==> config.mk <==
export PLATFORM = sky130hd
export DESIGN_NAME = word_fifo
export DESIGN_NICKNAME = d
export VERILOG_FILES = /design/src/rtl/word_fifo.sv
export SDC_FILE = /design/constraint.sdc
export NUM_CORES = 1
export LEC_CHECK = 0
export ABC_AREA = 1
export BUFFER_PORTS_ARGS = -buffer_cell sky130_fd_sc_hd__buf_2
export CAP_MARGIN = 20
export CORE_ASPECT_RATIO = 1.2
export CORE_UTILIZATION = 30
export DETAILED_ROUTE_END_ITERATION = 8
export PLACE_DENSITY_LB_ADDON = 0.2
export SYNTH_ARGS = -nofsm -noshare
export SYNTH_HDL_FRONTEND = slang
export SYNTH_SLANG_ARGS = --single-unit
==> constraint.sdc <==
create_clock -name clk -period 4.6 [get_ports clk]
set_clock_uncertainty 0.05 [all_clocks]
set_input_delay 0.23 -clock clk [delete_from_list [all_inputs] [get_ports clk]]
set_output_delay 0.23 -clock clk [all_outputs]
set_load 0.03 [all_outputs]
==> src/rtl/word_fifo.sv <==
// word_fifo: show-ahead synchronous FIFO with valid/ready handshakes on both sides.
// Storage is a DEPTH-entry register array; DataOut always shows the oldest word.
// Optional occupancy port Level is compiled in when WORD_FIFO_LEVEL_EN is defined.
// DEPTH must be a power of two (2..64) so the pointers wrap naturally.

module word_fifo #(
  parameter int unsigned WIDTH = 32,
  parameter int unsigned DEPTH = 8
) (
  input  logic                       clk,
  input  logic                       rst,
  input  logic                       in_Valid,
  output logic                       in_Ready,
  input  logic [WIDTH-1:0]           DataIn,
  output logic                       out_Valid,
  input  logic                       out_Ready,
  output logic [WIDTH-1:0]           DataOut
`ifdef WORD_FIFO_LEVEL_EN
  ,
  output logic [$clog2(DEPTH+1)-1:0] Level
`endif
);

  localparam int unsigned AW = $clog2(DEPTH);
  localparam int unsigned CW = AW + 1;

  logic [WIDTH-1:0] mem [DEPTH];
  logic [AW-1:0]    wr_ptr_q;
  logic [AW-1:0]    rd_ptr_q;
  logic [CW-1:0]    count_q;
  logic             push;
  logic             pop;

  // Handshake flags depend only on registered occupancy, never on the requests.
  always_comb begin
    in_Ready  = (count_q != CW'(DEPTH));
    out_Valid = (count_q != '0);
    push      = in_Valid && in_Ready;
    pop       = out_Valid && out_Ready;
    DataOut   = mem[rd_ptr_q];
  end

  // Pointer and occupancy state; reset clears them immediately, discarding stored words.
  always_ff @(posedge clk or posedge rst) begin
    if (rst) begin
      wr_ptr_q <= '0;
      rd_ptr_q <= '0;
      count_q  <= '0;
    end else begin
      // Power-of-two depth: plain increment wraps DEPTH-1 -> 0.
      if (push) wr_ptr_q <= wr_ptr_q + 1'b1;
      if (pop)  rd_ptr_q <= rd_ptr_q + 1'b1;
      if (push && !pop) begin
        count_q <= count_q + 1'b1;
      end else if (pop && !push) begin
        count_q <= count_q - 1'b1;
      end
    end
  end

  // Storage write; contents are intentionally not reset.
  always_ff @(posedge clk) begin
    if (push) mem[wr_ptr_q] <= DataIn;
  end

`ifdef WORD_FIFO_LEVEL_EN
  // Occupancy export; widths match for power-of-two DEPTH.
  always_comb begin
    Level = ($clog2(DEPTH+1))'(count_q);
  end
`endif

endmodule

==> impl_metrics.json, run 1 <==
{
  "cts_tree": "done",
  "powerDensity_nw_per_um2": 639,
  "syn-cell-area_um2": 11600,
  "die_area_um2": 39600,
  "crit_cells": 8,
  "grt_pass1_wl_um": 39700,
  "drive_above_1_share": 0.104,
  "yosys.area_share.simple": 0.232,
  "path_clk_slew_ns": 0.06,
  "required_ns": 4.32,
  "power_mw": 8.71,
  "rr_worst_depth": 12,
  "port_buffers": 69,
  "arrival_ns": 2.63,
  "std_cell_rows": 78,
  "layout_common_cells": "442 x nand2_1, 258 x nor2_1, 256 x edfxtp_1",
  "dieHeight_um": 218,
  "hold_path_class": "primary input to async pin",
  "antenna_found_initial": 1,
  "die_w_um": 182,
  "pwr-share-clk": 0.241,
  "path_common_cell": "nand2_1",
  "cts_setup_buffers": 0,
  "grt_use_total": 0.130,
  "crit_chain": "buf_4 -> nor2_1 -> nor2_1 -> nand2_1 -> nand2_1 -> nand2_1 -> nand2_1 -> buf_2",
  "start_util": 0.306,
  "num-nets-final": 1328,
  "slew_headroom": 0.329,
  "synth.avg_cell_area_um2": 9.82,
  "globalplace.congestion": 0.711,
  "synth_nets": 1227,
  "fin_crit_sh": 0.632,
  "crit_start": "rd_ptr_q[0]",
  "p_leak_nw": 5.87,
  "status": "finished clean",
  "synth_top_family_by_area": "simple AND/OR/NAND/NOR gates",
  "start_kind": "register",
  "clk_latency_ns": 0.53,
  "p_sw_frac": 0.398,
  "dp_cells": 1703,
  "seqCellArea_um2": 7940,
  "drt-wirelength-per-cell_um": 14.2,
  "ys.warnings.count": 0,
  "synthAdderAreaFrac": 0.00710,
  "syn_inst": 1185,
  "first_pass_iters": 5,
  "crit_end": "DataOut[8]",
  "fin_cells": 1784,
  "via_per_inst": 4.20,
  "r2r_end": "count_q[3]",
  "power.switching_mw": 3.47,
  "syn_to_final_growth_pct": 17.2,
  "grt_pass1_vias": 7202,
  "min_period_ns": 2.91,
  "rsz0062_at_grt": "false",
  "ant_nets": 0,
  "pwr-share-comb": 0.389,
  "slowest_delay_ns": 0.82,
  "tightest_slew_ns": 1.00,
  "htreeDepth": 1,
  "synth_seq_cells": 266,
  "maxCapViolCount": 0,
  "wl_met3_um": 952,
  "synth_top_area_share": 0.661,
  "drt-met1-wl_um": 11600,
  "clkSinkCount": 266,
  "seqPwrFrac": 0.370,
  "cp_slowest_cell": "dfrtp_4",
  "drtIter0Drc": 349,
  "worst-path-max-fanout": 58,
  "ir_worst_vdd_mv": 0.349,
  "grt_overflow_total": 0,
  "rrSetupSlack_ns": 1.98,
  "vias": 7488,
  "r2r_start": "count_q[0]",
  "wirelength_um": 25300,
  "crit_family": "flip-flops",
  "crit_type": "register to output pin",
  "clockBufferDepth": 3,
  "highest_layer": "met4",
  "ioPinCount": 70,
  "core_um2": 38100,
  "critPathBufInv": 2,
  "drc": 0,
  "numCtsBuffers": 27,
  "hold_viol": 0,
  "yosysTopAreaCell": "edfxtp_1",
  "layout_commonest_cell": "nand2_1",
  "wl_met2_um": 12200,
  "dp_hpwl_um": 13700,
  "synth.area.mux_share": 0,
  "crit_path_end_kind": "output pin",
  "fmax_mhz": 344,
  "tns_ns": 0,
  "setup_viol": 0,
  "synth_compound_area_frac": 0.00129,
  "slew_viol_final": 0,
  "fillers": 3794,
  "synthXorXnorAreaFrac": 0.00452,
  "root_buffer": "clkbuf_16",
  "multiInputGateArea_um2": 2890,
  "p_int_mw": 5.24,
  "yosysSeqAreaShare": 0.682,
  "grt_max_degree": 111,
  "synth_cell_types": 20,
  "synth_area_leaders": "edfxtp_1 66%, nand2_1 14%, nor2_1 8.3%"
}
cell type report:
| cell class | count | area share |
|---|---|---|
| multi-input cells | 729 | 0.212 |
| flip-flops and latches | 266 | 0.583 |
| clock buffers | 29 | 0.0501 |
| well taps | 480 | 0.0440 |
| repair buffers | 122 | 0.0617 |
| clock inverters | 17 | 0.0108 |
| diodes | 1 | 0.000184 |
| inverters | 140 | 0.0386 |
stage by stage:
stage	area, µm²	worst slack, ns	hold WS [ns]	util
floorplan	11600	0.783	0.0202	-
global placement	12500	2.01	0.189	0.327
detailed placement	12500	1.95	0.192	0.327
CTS	13600	1.62	0.169	0.358
global route	13600	1.42	0.228	0.358
finish	13600	1.69	0.178	0.358
what timing repair did:
item | 4_1_cts | 5_1_grt
endpoints found under the hold margin | 267 | 0
gates resized for setup | 0 | 0
hold buffers | 34 | 0
worst reg2reg max path, cell delays in order, from the launching register on:
cell	delay [ns]
dfrtp_1	0.43
nor2_1	0.16
nand3_1	0.11
nand2_1	0.43
inv_1	0.13
ha_1	0.24
inv_1	0.13
ha_1	0.28
or2_2	0.31
nand2_1	0.07
nand2_1	0.05
nand3_1	0.06
nand2_1	0.05
cells in the mapped netlist:
cell      instances
nand2_1         442
nor2_1          258
edfxtp_1        256
inv_1           139
buf_2            22
buf_6            11
dfrtp_1          10
buf_1             9
nor3_1            8
ha_1              5
nand3_1           5
xnor2_1           5
buf_4             4
clkbuf_1          3
o21ai_0           3
buf_8             1
fa_1              1
inv_2             1
or2_2             1
xor2_1            1
worst min path at each step:
stage	from	cells past startpoint	to	slack, ns
after floorplan	rst	1	count_q[0]	0.02
after global placement	rst	2	count_q[0]	0.19
after detailed placement	rst	2	count_q[0]	0.19
after CTS	rst	3	wr_ptr_q[0]	0.17
after global routing	rst	3	count_q[3]	0.23
final	rst	3	count_q[0]	0.18
sequential cells by signal (all words and copies together), names as in the netlist:
name	count
rd_ptr_q	3
wr_ptr_q	3
mem	256
count_q	4
power by group through the flow:
| stage | clock [mW] | sequential, mW | combinational, mW |
|---|---|---|---|
| after global routing | 2.24 | 3.27 | 3.85 |
| final | 2.10 | 3.22 | 3.39 |
| after global placement | 0 | 3.27 | 3.42 |
| after detailed placement | 0 | 3.28 | 3.45 |
| after floorplan | 0 | 3.20 | 2.64 |
| after CTS | 2.16 | 3.23 | 3.48 |
cell families after synthesis:
| logic type | count (synthesis) |
|---|---|
| xor+xnor | 6 |
| flops | 266 |
| compound gates | 3 |
| buf+inv | 190 |
| fa+ha+maj | 6 |
| simple gates | 714 |
per-layer routing:
metal  vias to the layer above  track usage
li1                       3878            -
met1                      3451        0.167
met2                       126        0.228
met3                        33       0.0162
met4                         0       0.0424
met5                         -            0
No activity file was read; power rests on OpenSTA's default activity.
==> inputs of run 2 (changes only) <==
- ABC_AREA: 1 -> 0
- clock period: 4.6 -> 2.9 ns (I/O delays scaled with it)
==> impl_metrics.json, run 2 <==
{
  "p_int_mw": 8.51,
  "core_um2": 34000,
  "synth_seq_cells": 266,
  "port_buffers": 69,
  "wirelength_um": 21400,
  "drtIter0Drc": 288,
  "min_period_ns": 2.72,
  "grt_overflow_total": 0,
  "grt_pass1_wl_um": 32400,
  "arrival_ns": 3.08,
  "synth_cell_types": 31,
  "layout_common_cells": "256 x edfxtp_1, 69 x buf_2, 39 x mux4_2",
  "hold_viol": 0,
  "slew_headroom": 0.389,
  "layout_commonest_cell": "edfxtp_1",
  "die_area_um2": 35300,
  "yosysTopAreaCell": "edfxtp_1",
  "crit_type": "register to register",
  "slew_viol_final": 0,
  "htreeDepth": 1,
  "setup_viol": 0,
  "holdWs_ns": 0.0776,
  "utilization": 0.370,
  "ant_nets": 0,
  "hold_path_class": "primary input to async pin",
  "grt_pass1_vias": 5360,
  "syn_to_final_growth_pct": 21.4,
  "seqPwrFrac": 0.410,
  "rsz0062_at_grt": "false",
  "root_buffer": "clkbuf_16",
  "vias": 4755,
  "drc": 0,
  "clockBufferDepth": 3,
  "antenna_found_initial": 0,
  "synth.avg_cell_area_um2": 23.9,
  "ir_worst_vdd_mv": 0.465,
  "tightest_slew_ns": 0.915,
  "drt-wirelength-per-cell_um": 20.5,
  "first_pass_iters": 6,
  "dieHeight_um": 206,
  "worst-path-max-fanout": 6,
  "pwr-share-comb": 0.341,
  "ioPinCount": 70,
  "fin_ws_ns": 0.178,
  "power_mw": 12.7,
  "maxCapViolCount": 0,
  "p_leak_nw": 4.16,
  "p_sw_frac": 0.329,
  "async_flop_share": 0.0376,
  "dp_hpwl_um": 12600,
  "synth_area_leaders": "edfxtp_1 74%, mux4_2 8.5%, mux4_1 6.3%",
  "fillers": 3143,
  "syn_inst": 433,
  "crit_path_end_kind": "register",
  "path_clk_slew_ns": 0.06,
  "pwr-share-clk": 0.249,
  "die_w_um": 172,
  "std_cell_rows": 74,
  "drive_above_1_share": 0.367,
  "synth_nets": 475,
  "via_per_inst": 4.55,
  "synth_common_cells": "256 x edfxtp_1, 39 x mux4_2, 34 x mux2_2",
  "synth.most_common_cell": "edfxtp_1",
  "synth_edf_count": 256,
  "cts_setup_buffers": 0,
  "numCtsBuffers": 27,
  "reg.largest.list": "mem x256, count_q x4",
  "syn-cell-area_um2": 10400,
  "power.switching_mw": 4.17,
  "start_kind": "register",
  "fin_crit_sh": 0.938,
  "yosysSeqAreaShare": 0.767,
  "fmax_mhz": 367,
  "required_ns": 3.26,
  "powerDensity_nw_per_um2": 1010,
  "ys.flop_type": "edfxtp_1",
  "ys.warnings.count": 0,
  "top_register": "mem",
  "cts_tree": "done",
  "grt_max_degree": 44,
  "status": "finished clean",
  "clk_latency_ns": 0.54,
  "num-nets-final": 611,
  "largest_reg_flops": 256,
  "synth_top_area_share": 0.742,
  "pre_cts_ws_ns": -0.00702,
  "start_util": 0.305,
  "clkSinkCount": 266,
  "grt_use_total": 0.126,
  "globalplace.congestion": 0.713,
  "antennaDiodeCount": 0
}
-- run 2: cell count changes in the layout (fill, tap and decap cells not counted), moves of 6 or more --
cell,delta
mux4_1,+25
inv_1,-137
mux2_2,+34
nand2_1,-439
nor2_4,+6
nor3_2,-8
nor2_1,-258
mux4_2,+39
-- run 2: cell type report --
type | count | area (µm²) | area share
Clock buffer | 32 | 694 | 0.0553
Clock inverter | 16 | 103 | 0.00817
Inverter | 3 | 11.3 | 0.000896
Multi-Input combinational cell | 144 | 2340 | 0.187
Sequential cell | 266 | 7950 | 0.633
Tap cell | 456 | 571 | 0.0454
Timing Repair Buffer | 127 | 893 | 0.0711
-- run 2: per-stage QoR --
| stage | setup TNS, ns | std cells | cell area (µm²) |
|---|---|---|---|
| CTS | 0 | 1044 | 12500 |
| global route | 0 | 1044 | 12600 |
| finish | 0 | 1044 | 12600 |
| global placement | 0 | 961 | 11400 |
| floorplan | 0 | 433 | 10400 |
| detailed placement | -0.00702 | 961 | 11400 |
-- run 2: layer usage --
metal  global-route usage  up-vias  share of wire
li1                     -     2125              -
met1                0.159     2529           0.43
met2                0.219       76           0.51
met3               0.0221       25          0.040
met4               0.0373        0          0.018
met5                    0        -              0
-- run 2: cells by family (layout without fill, tap and decap cells) --
family	count (synthesis)	in the layout	share of synthesized area
flip-flops	266	266	0.767
adder cells (fa/ha/maj)	6	6	0.00798
multiplexers	100	100	0.187
AND/OR/NAND/NOR	27	27	0.0141
XOR/XNOR	6	6	0.00508
buffers and inverters	23	178	0.0155
AO/OA/AOI/OAI	5	5	0.00338
-- run 2: final timing paths --
check,endpoint,depth (start not counted),startpoint,slack [ns]
setup reg to reg,count_q[3],9,count_q[0],0.18
max in group asynchronous,rd_ptr_q[0],3,rst,2.40
hold / removal,count_q[2],3,rst,0.08
hold reg to reg,wr_ptr_q[0],1,wr_ptr_q[0],0.48
min in group clk,mem[4][6],2,DataIn[6],0.37
setup / recovery,count_q[3],9,count_q[0],0.18
-- run 2: worst max-delay path, cell delays in order, from the launching register on --
cell	delay (ns)
dfrtp_2	0.45
or4b_4	0.56
nand2_2	0.11
inv_1	0.07
ha_4	0.18
inv_2	0.10
ha_2	0.32
or4_1	0.53
nand3_1	0.11
o221ai_1	0.12
-- run 2: power by group through the flow --
stage                     Clock (mW)  Combinational (mW)  Sequential [mW]
after floorplan                    0                3.27             5.07
after global routing            3.40                4.65             5.26
after CTS                       3.26                4.43             5.21
after global placement             0                4.31             5.25
final                           3.16                4.32             5.20
after detailed placement           0                4.37             5.29
-- run 2: repair_timing --
item,CTS,global route
endpoints found under the setup margin,1,1
hold buffers,35,0
resized for setup,1,6
endpoints found under the hold margin,272,0
